==> src/rtl/sd_block_arbiter_if.sv <==
// Bus bundle between the block arbiter, its requesters and the SD controller.
interface sd_block_arbiter_if #(
   parameter int NREQ = 2
);
   logic [NREQ-1:0]      REQ;
   logic [NREQ-1:0]      REQ_WRITE;
   logic [32*NREQ-1:0]   REQ_ADDR;
   logic [32*NREQ-1:0]   REQ_WDATA;
   logic [NREQ-1:0]      GNT;
   logic [7:0]           RDATA;
   logic [NREQ-1:0]      RVALID;
   logic [NREQ-1:0]      WTAKE;
   logic [NREQ-1:0]      DONE;
   logic [NREQ-1:0]      ERR;
   logic                 SD_READY;
   logic                 SD_BYTE_READY;
   logic [7:0]           SD_RDATA;
   logic                 SD_WTAKE;
   logic                 SD_READ;
   logic                 SD_WRITE;
   logic [31:0]          SD_ADDR;
   logic [31:0]          SD_WDATA;

   // arbiter side
   modport slave (
      input  REQ, REQ_WRITE, REQ_ADDR, REQ_WDATA,
      input  SD_READY, SD_BYTE_READY, SD_RDATA, SD_WTAKE,
      output GNT, RDATA, RVALID, WTAKE, DONE, ERR,
      output SD_READ, SD_WRITE, SD_ADDR, SD_WDATA
   );

   // requesters plus SD controller side
   modport master (
      output REQ, REQ_WRITE, REQ_ADDR, REQ_WDATA,
      output SD_READY, SD_BYTE_READY, SD_RDATA, SD_WTAKE,
      input  GNT, RDATA, RVALID, WTAKE, DONE, ERR,
      input  SD_READ, SD_WRITE, SD_ADDR, SD_WDATA
   );
endinterface

==> src/rtl/sd_block_arbiter.sv <==
// Round-robin arbiter sharing one SD controller between NREQ block requesters.
//
// state | meaning
// IDLE  | no owner; grant when controller ready and any REQ set
// ISSUE | CTRL_READ/CTRL_WRITE held until controller drops READY
// XFER  | counting bytes (read) or words (write) to the block size
// FIN   | one-cycle DONE/ERR strobe to the owner, then release
module sd_block_arbiter #(
   parameter int NREQ           = 2,
   parameter int BLOCK_BYTES    = 512,
   parameter int TIMEOUT_CYCLES = 1000000
) (
   input logic              CLK,
   input logic              RST,
   sd_block_arbiter_if.slave bus
);
   localparam int PW = (NREQ > 1) ? $clog2(NREQ) : 1;
   localparam int CW = $clog2(BLOCK_BYTES) + 1;
   localparam int TW = (TIMEOUT_CYCLES > 1) ? $clog2(TIMEOUT_CYCLES) : 1;
   localparam logic [CW-1:0] RD_TARGET = CW'(BLOCK_BYTES);
   localparam logic [CW-1:0] WR_TARGET = CW'(BLOCK_BYTES / 4);
   localparam logic [TW-1:0] TO_LAST   = TW'(TIMEOUT_CYCLES - 1);

   typedef enum logic [1:0] {IDLE, ISSUE, XFER, FIN} state_t;

   state_t          state, state_nxt;
   logic [PW-1:0]   ptr, owner, pick, idx;
   int              idx_i;
   logic            pick_vld, grant;
   logic            dir, to_flag;
   logic [CW-1:0]   cnt;
   logic [TW-1:0]   to_cnt;
   logic            byte_prev, wtake_prev, byte_ev, word_ev;
   logic [NREQ-1:0] owner_oh;
   logic            xfer_full, finish_ok, active, to_abort;

   assign byte_ev   = bus.SD_BYTE_READY & ~byte_prev;
   assign word_ev   = bus.SD_WTAKE & ~wtake_prev;
   assign owner_oh  = NREQ'(1) << owner;
   assign xfer_full = dir ? (cnt == WR_TARGET) : (cnt == RD_TARGET);
   assign finish_ok = (state == XFER) && xfer_full && bus.SD_READY;
   assign active    = (state == ISSUE) || (state == XFER);
   // a progress event in the same cycle as terminal count keeps the transfer alive
   assign to_abort  = active && (to_cnt == TO_LAST) && !byte_ev && !word_ev && !finish_ok;
   assign grant     = (state == IDLE) && bus.SD_READY && pick_vld;

   assign bus.GNT      = (state != IDLE) ? owner_oh : '0;
   assign bus.SD_READ  = (state == ISSUE) && !dir;
   assign bus.SD_WRITE = (state == ISSUE) && dir;
   assign bus.SD_WDATA = (state != IDLE) ? bus.REQ_WDATA[32*owner +: 32] : '0;
   assign bus.DONE     = (state == FIN) ? owner_oh : '0;
   assign bus.ERR      = (state == FIN && to_flag) ? owner_oh : '0;

   // round-robin search starting one past the last owner
   always_comb begin
      pick     = '0;
      pick_vld = 1'b0;
      idx_i    = 0;
      idx      = '0;
      for (int k = 1; k <= NREQ; k++) begin
         idx_i = (int'(ptr) + k) % NREQ;
         idx   = PW'(idx_i);
         if (!pick_vld && bus.REQ[idx]) begin
            pick     = idx;
            pick_vld = 1'b1;
         end
      end
   end

   // next-state decode
   always_comb begin
      state_nxt = state;
      case (state)
         IDLE:    if (grant) state_nxt = ISSUE;
         ISSUE: begin
            if (to_abort)           state_nxt = FIN;
            else if (!bus.SD_READY) state_nxt = XFER;
         end
         XFER:    if (finish_ok || to_abort) state_nxt = FIN;
         FIN:     state_nxt = IDLE;
         default: state_nxt = IDLE;
      endcase
   end

   // state register
   always_ff @(posedge CLK or negedge RST) begin
      if (!RST) state <= IDLE;
      else      state <= state_nxt;
   end

   // owner latch, counters, strobes and read data
   always_ff @(posedge CLK or negedge RST) begin
      if (!RST) begin
         ptr         <= PW'(NREQ - 1);
         owner       <= '0;
         dir         <= 1'b0;
         to_flag     <= 1'b0;
         cnt         <= '0;
         to_cnt      <= '0;
         byte_prev   <= 1'b0;
         wtake_prev  <= 1'b0;
         bus.SD_ADDR <= '0;
         bus.RDATA   <= '0;
         bus.RVALID  <= '0;
         bus.WTAKE   <= '0;
      end else begin
         byte_prev  <= bus.SD_BYTE_READY;
         wtake_prev <= bus.SD_WTAKE;
         bus.RVALID <= '0;
         bus.WTAKE  <= '0;
         case (state)
            IDLE: begin
               if (grant) begin
                  owner       <= pick;
                  ptr         <= pick;
                  dir         <= bus.REQ_WRITE[pick];
                  bus.SD_ADDR <= bus.REQ_ADDR[32*pick +: 32];
                  to_cnt      <= '0;
                  to_flag     <= 1'b0;
               end
            end
            ISSUE, XFER: begin
               if (state == ISSUE) cnt <= '0;
               if (state == XFER && !xfer_full) begin
                  if (!dir && byte_ev) begin
                     bus.RDATA  <= bus.SD_RDATA;
                     bus.RVALID <= owner_oh;
                     cnt        <= cnt + 1'b1;
                  end
                  if (dir && word_ev) begin
                     bus.WTAKE <= owner_oh;
                     cnt       <= cnt + 1'b1;
                  end
               end
               if (to_abort)                 to_flag <= 1'b1;
               else if (byte_ev || word_ev)  to_cnt  <= '0;
               else if (to_cnt != TO_LAST)   to_cnt  <= to_cnt + 1'b1;
            end
            FIN:     to_flag <= 1'b0;
            default: ;
         endcase
      end
   end
endmodule

==> src/flat_wrapper.sv <==
// flat-port wrapper written by rule: the top's interface ports become plain ports
module sd_block_arbiter_flat 
#(
   parameter int NREQ           = 2,
   parameter int BLOCK_BYTES    = 512,
   parameter int TIMEOUT_CYCLES = 1000000
)
  (CLK, RST, bus_REQ, bus_REQ_WRITE, bus_REQ_ADDR, bus_REQ_WDATA, bus_SD_READY, bus_SD_BYTE_READY, bus_SD_RDATA, bus_SD_WTAKE, bus_GNT, bus_RDATA, bus_RVALID, bus_WTAKE, bus_DONE, bus_ERR, bus_SD_READ, bus_SD_WRITE, bus_SD_ADDR, bus_SD_WDATA);
  sd_block_arbiter_if #(.NREQ(NREQ)) bus_i ();
  input logic CLK;
  input logic RST;
  input wire logic [$bits(bus_i.REQ)-1:0] bus_REQ;
  input wire logic [$bits(bus_i.REQ_WRITE)-1:0] bus_REQ_WRITE;
  input wire logic [$bits(bus_i.REQ_ADDR)-1:0] bus_REQ_ADDR;
  input wire logic [$bits(bus_i.REQ_WDATA)-1:0] bus_REQ_WDATA;
  input wire logic [$bits(bus_i.SD_READY)-1:0] bus_SD_READY;
  input wire logic [$bits(bus_i.SD_BYTE_READY)-1:0] bus_SD_BYTE_READY;
  input wire logic [$bits(bus_i.SD_RDATA)-1:0] bus_SD_RDATA;
  input wire logic [$bits(bus_i.SD_WTAKE)-1:0] bus_SD_WTAKE;
  output wire logic [$bits(bus_i.GNT)-1:0] bus_GNT;
  output wire logic [$bits(bus_i.RDATA)-1:0] bus_RDATA;
  output wire logic [$bits(bus_i.RVALID)-1:0] bus_RVALID;
  output wire logic [$bits(bus_i.WTAKE)-1:0] bus_WTAKE;
  output wire logic [$bits(bus_i.DONE)-1:0] bus_DONE;
  output wire logic [$bits(bus_i.ERR)-1:0] bus_ERR;
  output wire logic [$bits(bus_i.SD_READ)-1:0] bus_SD_READ;
  output wire logic [$bits(bus_i.SD_WRITE)-1:0] bus_SD_WRITE;
  output wire logic [$bits(bus_i.SD_ADDR)-1:0] bus_SD_ADDR;
  output wire logic [$bits(bus_i.SD_WDATA)-1:0] bus_SD_WDATA;
  assign bus_i.REQ = bus_REQ;
  assign bus_i.REQ_WRITE = bus_REQ_WRITE;
  assign bus_i.REQ_ADDR = bus_REQ_ADDR;
  assign bus_i.REQ_WDATA = bus_REQ_WDATA;
  assign bus_i.SD_READY = bus_SD_READY;
  assign bus_i.SD_BYTE_READY = bus_SD_BYTE_READY;
  assign bus_i.SD_RDATA = bus_SD_RDATA;
  assign bus_i.SD_WTAKE = bus_SD_WTAKE;
  assign bus_GNT = bus_i.GNT;
  assign bus_RDATA = bus_i.RDATA;
  assign bus_RVALID = bus_i.RVALID;
  assign bus_WTAKE = bus_i.WTAKE;
  assign bus_DONE = bus_i.DONE;
  assign bus_ERR = bus_i.ERR;
  assign bus_SD_READ = bus_i.SD_READ;
  assign bus_SD_WRITE = bus_i.SD_WRITE;
  assign bus_SD_ADDR = bus_i.SD_ADDR;
  assign bus_SD_WDATA = bus_i.SD_WDATA;
  sd_block_arbiter #(.NREQ(NREQ), .BLOCK_BYTES(BLOCK_BYTES), .TIMEOUT_CYCLES(TIMEOUT_CYCLES)) u_core (.CLK(CLK), .RST(RST), .bus(bus_i));
endmodule
==> config.mk <==
export PLATFORM = sky130hd
export DESIGN_NAME = sd_block_arbiter_flat
export DESIGN_NICKNAME = d
export VERILOG_FILES = /design/src/rtl/sd_block_arbiter_if.sv /design/src/rtl/sd_block_arbiter.sv /design/src/flat_wrapper.sv
export SDC_FILE = /design/constraint.sdc
export NUM_CORES = 1
export LEC_CHECK = 0
export CORE_AREA = 2 2 112 114
export DETAILED_ROUTE_END_ITERATION = 7
export DIE_AREA = 0 0 114 116
export PLACE_DENSITY = 0.82
export SYNTH_ARGS = -nofsm -noshare
export SYNTH_HDL_FRONTEND = slang
export SYNTH_SLANG_ARGS = --single-unit
==> constraint.sdc <==
create_clock -name CLK -period 2.5 [get_ports CLK]
set_clock_uncertainty 0.15 [all_clocks]
set_input_delay 0.625 -clock CLK [delete_from_list [all_inputs] [get_ports CLK]]
set_output_delay 0.625 -clock CLK [all_outputs]
set_load 0.05 [all_outputs]
== After elaboration in Yosys (flattened, before gate mapping) ==
Cells that the tools add are included.

* Add/sub/neg operators: 4
* Order comparisons: 3
* Eq/ne operators: 13
* Shift-type cells: 3
* Mux-type cells: 38
* Bitwise logic cells: 4
* Reductions and logical operators: 33

{| class="wikitable"
|+ Operators with widths
! operator !! number
|-
| variable part select 64 x 7 -> 32 bit || 2
|-
| two-way mux 20 bit || 4
|-
| two-way mux 10 bit || 4
|-
| case mux 20 bit (2 select lines) || 1
|-
| two-way mux 32 bit || 1
|-
| two-way mux 2 bit || 13
|-
| adder 20 x 1 -> 20 bit, second input constant || 1
|-
| == test 20 bit, second input constant || 1
|-
| != test 20 bit, second input constant || 1
|-
| logical AND 1 bit || 15
|-
| two-way mux 1 bit || 13
|-
| adder 10 x 1 -> 10 bit, second input constant || 1
|-
| == test 10 bit, second input constant || 1
|-
| == test 10 x 8 -> 1 bit, second input constant || 1
|-
| case mux 2 bit (4 select lines) || 1
|-
| zero test 1 bit || 6
|-
| < comparator 1 x 2 -> 1 bit, second input constant || 3
|-
| AND reduction 3 bit || 2
|-
| == test 2 bit, second input constant || 2
|-
| != test 2 x 1 -> 1 bit, second input constant || 2
|-
| != test 2 bit, second input constant || 2
|-
| AND reduction 2 bit || 2
|-
| AND reduction 4 bit || 1
|-
| nonzero test 2 bit || 2
|-
| other kinds (11) || 16
|}

* Bits in registers: 82
* Input port bits: 145
* Output and inout bits: 84
* Logic and storage cells: 111

== Longest topological paths before layout ==
* Depth in word-level cells: 10
* Depth in mapped cells: 9
* Gate-level depth less buffers: 8

== Least setup slack after synthesis ==
Ideal clock, no wire load.

* Kind: flip-flop to output port
* Start: register u_core.state[0]
* End: output bus_GNT[0]
* Data arrival time: 1.775 ns
* Data required time: 1.725 ns
* Setup slack: -0.050 ns
* Cell stages (with the launch flop): 6
* Path buffers: 2
* Path through: dfrtp_1 -> inv_1 -> ha_1 -> clkbuf_1 -> buf_1 -> nor2_1

* Word-level cells in the longest chain between the ends: 2

{| class="wikitable"
|+ Ends and longest elaborated chain
! what !! line !! RTL
|-
| start, declared || sd_block_arbiter.sv:26 || <nowiki>state_t state, state_nxt;</nowiki>
|-
| start signal, assigned || sd_block_arbiter.sv:88 || <nowiki>else state <= state_nxt;</nowiki>
|-
| nonzero test 2 bit || sd_block_arbiter.sv:47 || <nowiki>assign bus.GNT = (state != IDLE) ? owner_oh : '0;</nowiki>
|-
| two-way mux 2 bit || sd_block_arbiter.sv:47 ||
|-
| end, declared || flat_wrapper.sv:20 || <nowiki>output wire logic [$bits(bus_i.GNT)-1:0] bus_GNT;</nowiki>
|}

No other way between the ends.

== Worst setup path in the final report ==
* Start: register u_core.owner
* End: output bus_SD_WDATA[22]

* Word-level cells in the longest chain between the ends: 2

{| class="wikitable"
|+ Ends and longest elaborated chain
! what !! line !! RTL
|-
| start, declared || sd_block_arbiter.sv:27 || <nowiki>logic [PW-1:0] ptr, owner, pick, idx;</nowiki>
|-
| start signal, assigned || sd_block_arbiter.sv:114 || <nowiki>owner <= pick;</nowiki>
|-
| variable part select 64 x 7 -> 32 bit || sd_block_arbiter.sv:50 || <nowiki>assign bus.SD_WDATA = (state != IDLE) ? bus.REQ_WDATA[32*owner +: 32] : '0;</nowiki>
|-
| two-way mux 32 bit || sd_block_arbiter.sv:50 ||
|-
| end, declared || flat_wrapper.sv:29 || <nowiki>output wire logic [$bits(bus_i.SD_WDATA)-1:0] bus_SD_WDATA;</nowiki>
|}

No other way between the ends.

==> results.sh <==
export IMPL_path_class="flip-flop to output pin"
export IMPL_drive_above_1_share_pct=17.1
export IMPL_via_per_inst=5.35
export IMPL_io_pins=229
export IMPL_rsz0062_at_grt="yes"
export IMPL_synthToLayoutAreaGrowth_pct=68.3
export IMPL_cts_root_buffer="clkbuf_16"
export IMPL_layout_min_cycle_time_ns=2.43
export IMPL_final_common_cell="clkdlybuf4s50_1"
export IMPL_synth_top_family_by_area="simple AND/OR/NAND/NOR gates"
export IMPL_start_util_pct=38.8
export IMPL_synth_simple_gate_area_share_pct=18.2
export IMPL_postSynthCellCount=505
export IMPL_cp_start_kind="flip-flop"
export IMPL_vias=4903
export IMPL_path_clk_slew_ns=0.06
export IMPL_crit_fanout=12
export IMPL_clock_sinks=82
export IMPL_synth_seq_area_share_pct=44.4
export IMPL_hold_viol=0
export IMPL_holdWs_ns=0.0331
export IMPL_worstPathArrival_ns=1.66
export IMPL_final_nets=917
export IMPL_finalCritPeriodShare_pct=97.4
export IMPL_slew_violations=0
export IMPL_final_cell_mix="clkdlybuf4s50_1 (187), o21ai_0 (80), dfrtp_1 (79)"
export IMPL_gp_congestion=0.978
export IMPL_dieArea_um2=13200
export IMPL_clockBufferDepth=2
export IMPL_grt_overflow=0
export IMPL_grt_pass1_vias=4789
export IMPL_syn_mean_instance_area_um2=9.15
export IMPL_worst_pin_slew_ns=0.558
export IMPL_grt_first_pass_wirelength_um=24400
export IMPL_dieWidth_um=114
export IMPL_cts_tree="yes"
export IMPL_critPathCaptureType="output pin"
export IMPL_routed_wl_um=16200
export IMPL_ys_seq_elements=82
export IMPL_syn_num_nets=657
export IMPL_max_freq_mhz=411
export IMPL_diodes=0
export IMPL_firstDrtPassIters=5
export IMPL_ant_nets=0
export IMPL_finalSetupViolations=0
export IMPL_ys_types=47
export IMPL_peakVddDrop_mv=0.370
export IMPL_clk_insertion_delay_late_ns=0.33
export IMPL_synth_xor_area_share_pct=0
export IMPL_yosysWarningCount=0
export IMPL_pwr_density_cell_nw_per_um2=678
export IMPL_synth_compound_area_share_pct=15.1
export IMPL_synth_area_um2=4620
export IMPL_synthMuxAreaShare_pct=16.7
export IMPL_wire_per_inst_um=17.7
export IMPL_die_h_um=116
export IMPL_htreeDepth=3
export IMPL_setup_tns_ns=0
export IMPL_relSlewSlack_pct=62.8
export IMPL_rows=40
export IMPL_track_usage_pct=23.7
export IMPL_required_ns=1.73
export IMPL_dp_hpwl_um=12600
export IMPL_drt_first_iter_violations=268
export IMPL_grt_max_degree=67
export IMPL_hold_path_class="input port to async pin"
export IMPL_stdcell_count=917
export IMPL_io_buffers=228
export IMPL_core_um2=11900
export IMPL_p_leak_uw=0.00335
export IMPL_synthAdderAreaFrac_pct=1.90
export IMPL_cts_buffers_inserted=9
export IMPL_drc=0
export IMPL_dp_cells=889
export IMPL_antenna_found_initial=1
export IMPL_cap_violations=0
export IMPL_status="finished, final reports clean"
Yosys cell counts, drive strengths merged:
library cell / count / area (um2)
and4bb: 1 / 12.5
and2: 3 / 18.8
nor4: 5 / 43.8
o21bai: 1 / 7.51
or3: 1 / 6.26
nand2: 60 / 225
nand3b: 1 / 7.51
mux2: 8 / 90.1
or2: 3 / 18.8
and3b: 1 / 8.76
a41oi: 1 / 8.76
and3: 5 / 31.3
a31oi: 7 / 43.8
nand2b: 3 / 18.8
dfstp: 1 / 26.3
a211o: 1 / 8.76
dfrtp: 81 / 2030
inv: 10 / 37.5
nand3: 17 / 85.1
nor3: 6 / 41.3
clkbuf: 18 / 67.6
o211ai: 2 / 15.0
and2b: 1 / 7.51
a21oi: 19 / 95.1
nor2: 53 / 199
o31ai: 4 / 30.0
mux2i: 68 / 681
nor4b: 2 / 30.0
o2111a: 1 / 11.3
nor3b: 2 / 15.0
a32o: 1 / 10.0
o311a: 1 / 10.0
ha: 7 / 87.6
a22o: 1 / 8.76
nor2b: 2 / 12.5
a2111oi: 1 / 10.0
a21boi: 2 / 15.0
o21ai: 83 / 415
and4: 1 / 8.76
nand4: 8 / 50.1
o211a: 1 / 10.0
buf: 11 / 62.6
power breakdown:
part	switching, uW	internal [uW]	leakage, uW
clock	526	876	0.000150
combinational	1250	895	0.00212
sequential	191	1530	0.00108
kinds of logic after synthesis:
logic type / Yosys count
buf+inv: 39
mux: 76
fa+ha+maj: 7
simple gates: 175
flops: 82
compound gates: 126
routing by layer:
metal  part of all wire, %  vias to the layer above  GRT usage (%)
met1                    39                     2324           28.9
met2                    50                      231           41.1
li1                      -                     2320              -
met3                   8.6                       26           6.07
met5                 0.068                        -              0
met4                   2.0                        2           7.97
path summary, 6_finish.rpt:
path                                                      to                              start  cells after the start  slack, ns
setup reg to reg                 u_core.state[0]$_DFFE_PN0P_          u_core.cnt[0]$_DFFE_PN0P_                      8       0.11
max in group asynchronous      u_core.to_cnt[17]$_DFFE_PN0P_                                RST                      2       1.53
hold reg to reg            u_core.bus.SD_ADDR[7]$_DFFE_PN0P_  u_core.bus.SD_ADDR[7]$_DFFE_PN0P_                      2       0.33
min in group CLK           u_core.bus.SD_ADDR[7]$_DFFE_PN0P_  u_core.bus.SD_ADDR[7]$_DFFE_PN0P_                      2       0.33
setup / recovery                            bus_SD_WDATA[22]           u_core.owner$_DFFE_PN0P_                      5       0.07
hold / removal                  u_core.to_cnt[6]$_DFFE_PN0P_                                RST                      1       0.03
critical path: stages, from the launching register on:
cell     delay, ns
dfrtp_4       0.56
buf_4         0.17
mux2i_1       0.19
nor2_1        0.06
buf_4         0.15
buf_4         0.19
area by class of cell:
class                   count  area (um2)
multi-input cells         384        2450
inverters                  10        37.5
well taps                 147         184
flip-flops and latches     82        2060
fillers                   955        4140
clock inverters             5        81.3
repair buffers            278        2730
clock buffers              11         233
per-stage QoR:
step	cell area [um2]	util, %	power (uW)	worst slack, ns
3_5_place_dp	7300	61.3	3810	-0.261
4_1_cts	7640	64.2	5240	0.00000611
2_1_floorplan	4620	-	2910	-0.0498
5_1_grt	7770	65.3	5500	-0.0243
3_3_place_gp	7300	61.3	3770	-0.194
6_report	7770	65.3	5270	0.0661
flip-flops by register name (all words and copies together) (netlist names):
signal and flops:
u_core.bus.SD_ADDR 32, u_core.to_cnt 20, u_core.cnt 10, u_core.bus.RDATA 8, u_core.bus.RVALID 2, u_core.bus.WTAKE 2, u_core.state 2, u_core.byte_prev 1
u_core.dir 1, u_core.owner 1, u_core.ptr 1, u_core.to_flag 1, u_core.wtake_prev 1
timing repair:
action	in CTS	in global routing
endpoints found under the hold margin	0	0
setup buffers	1	11
hold buffers	0	0
endpoints found under the setup margin	31	37
cloned	0	0
resized for setup	5	15
No activity file was read; power rests on OpenSTA's default activity.
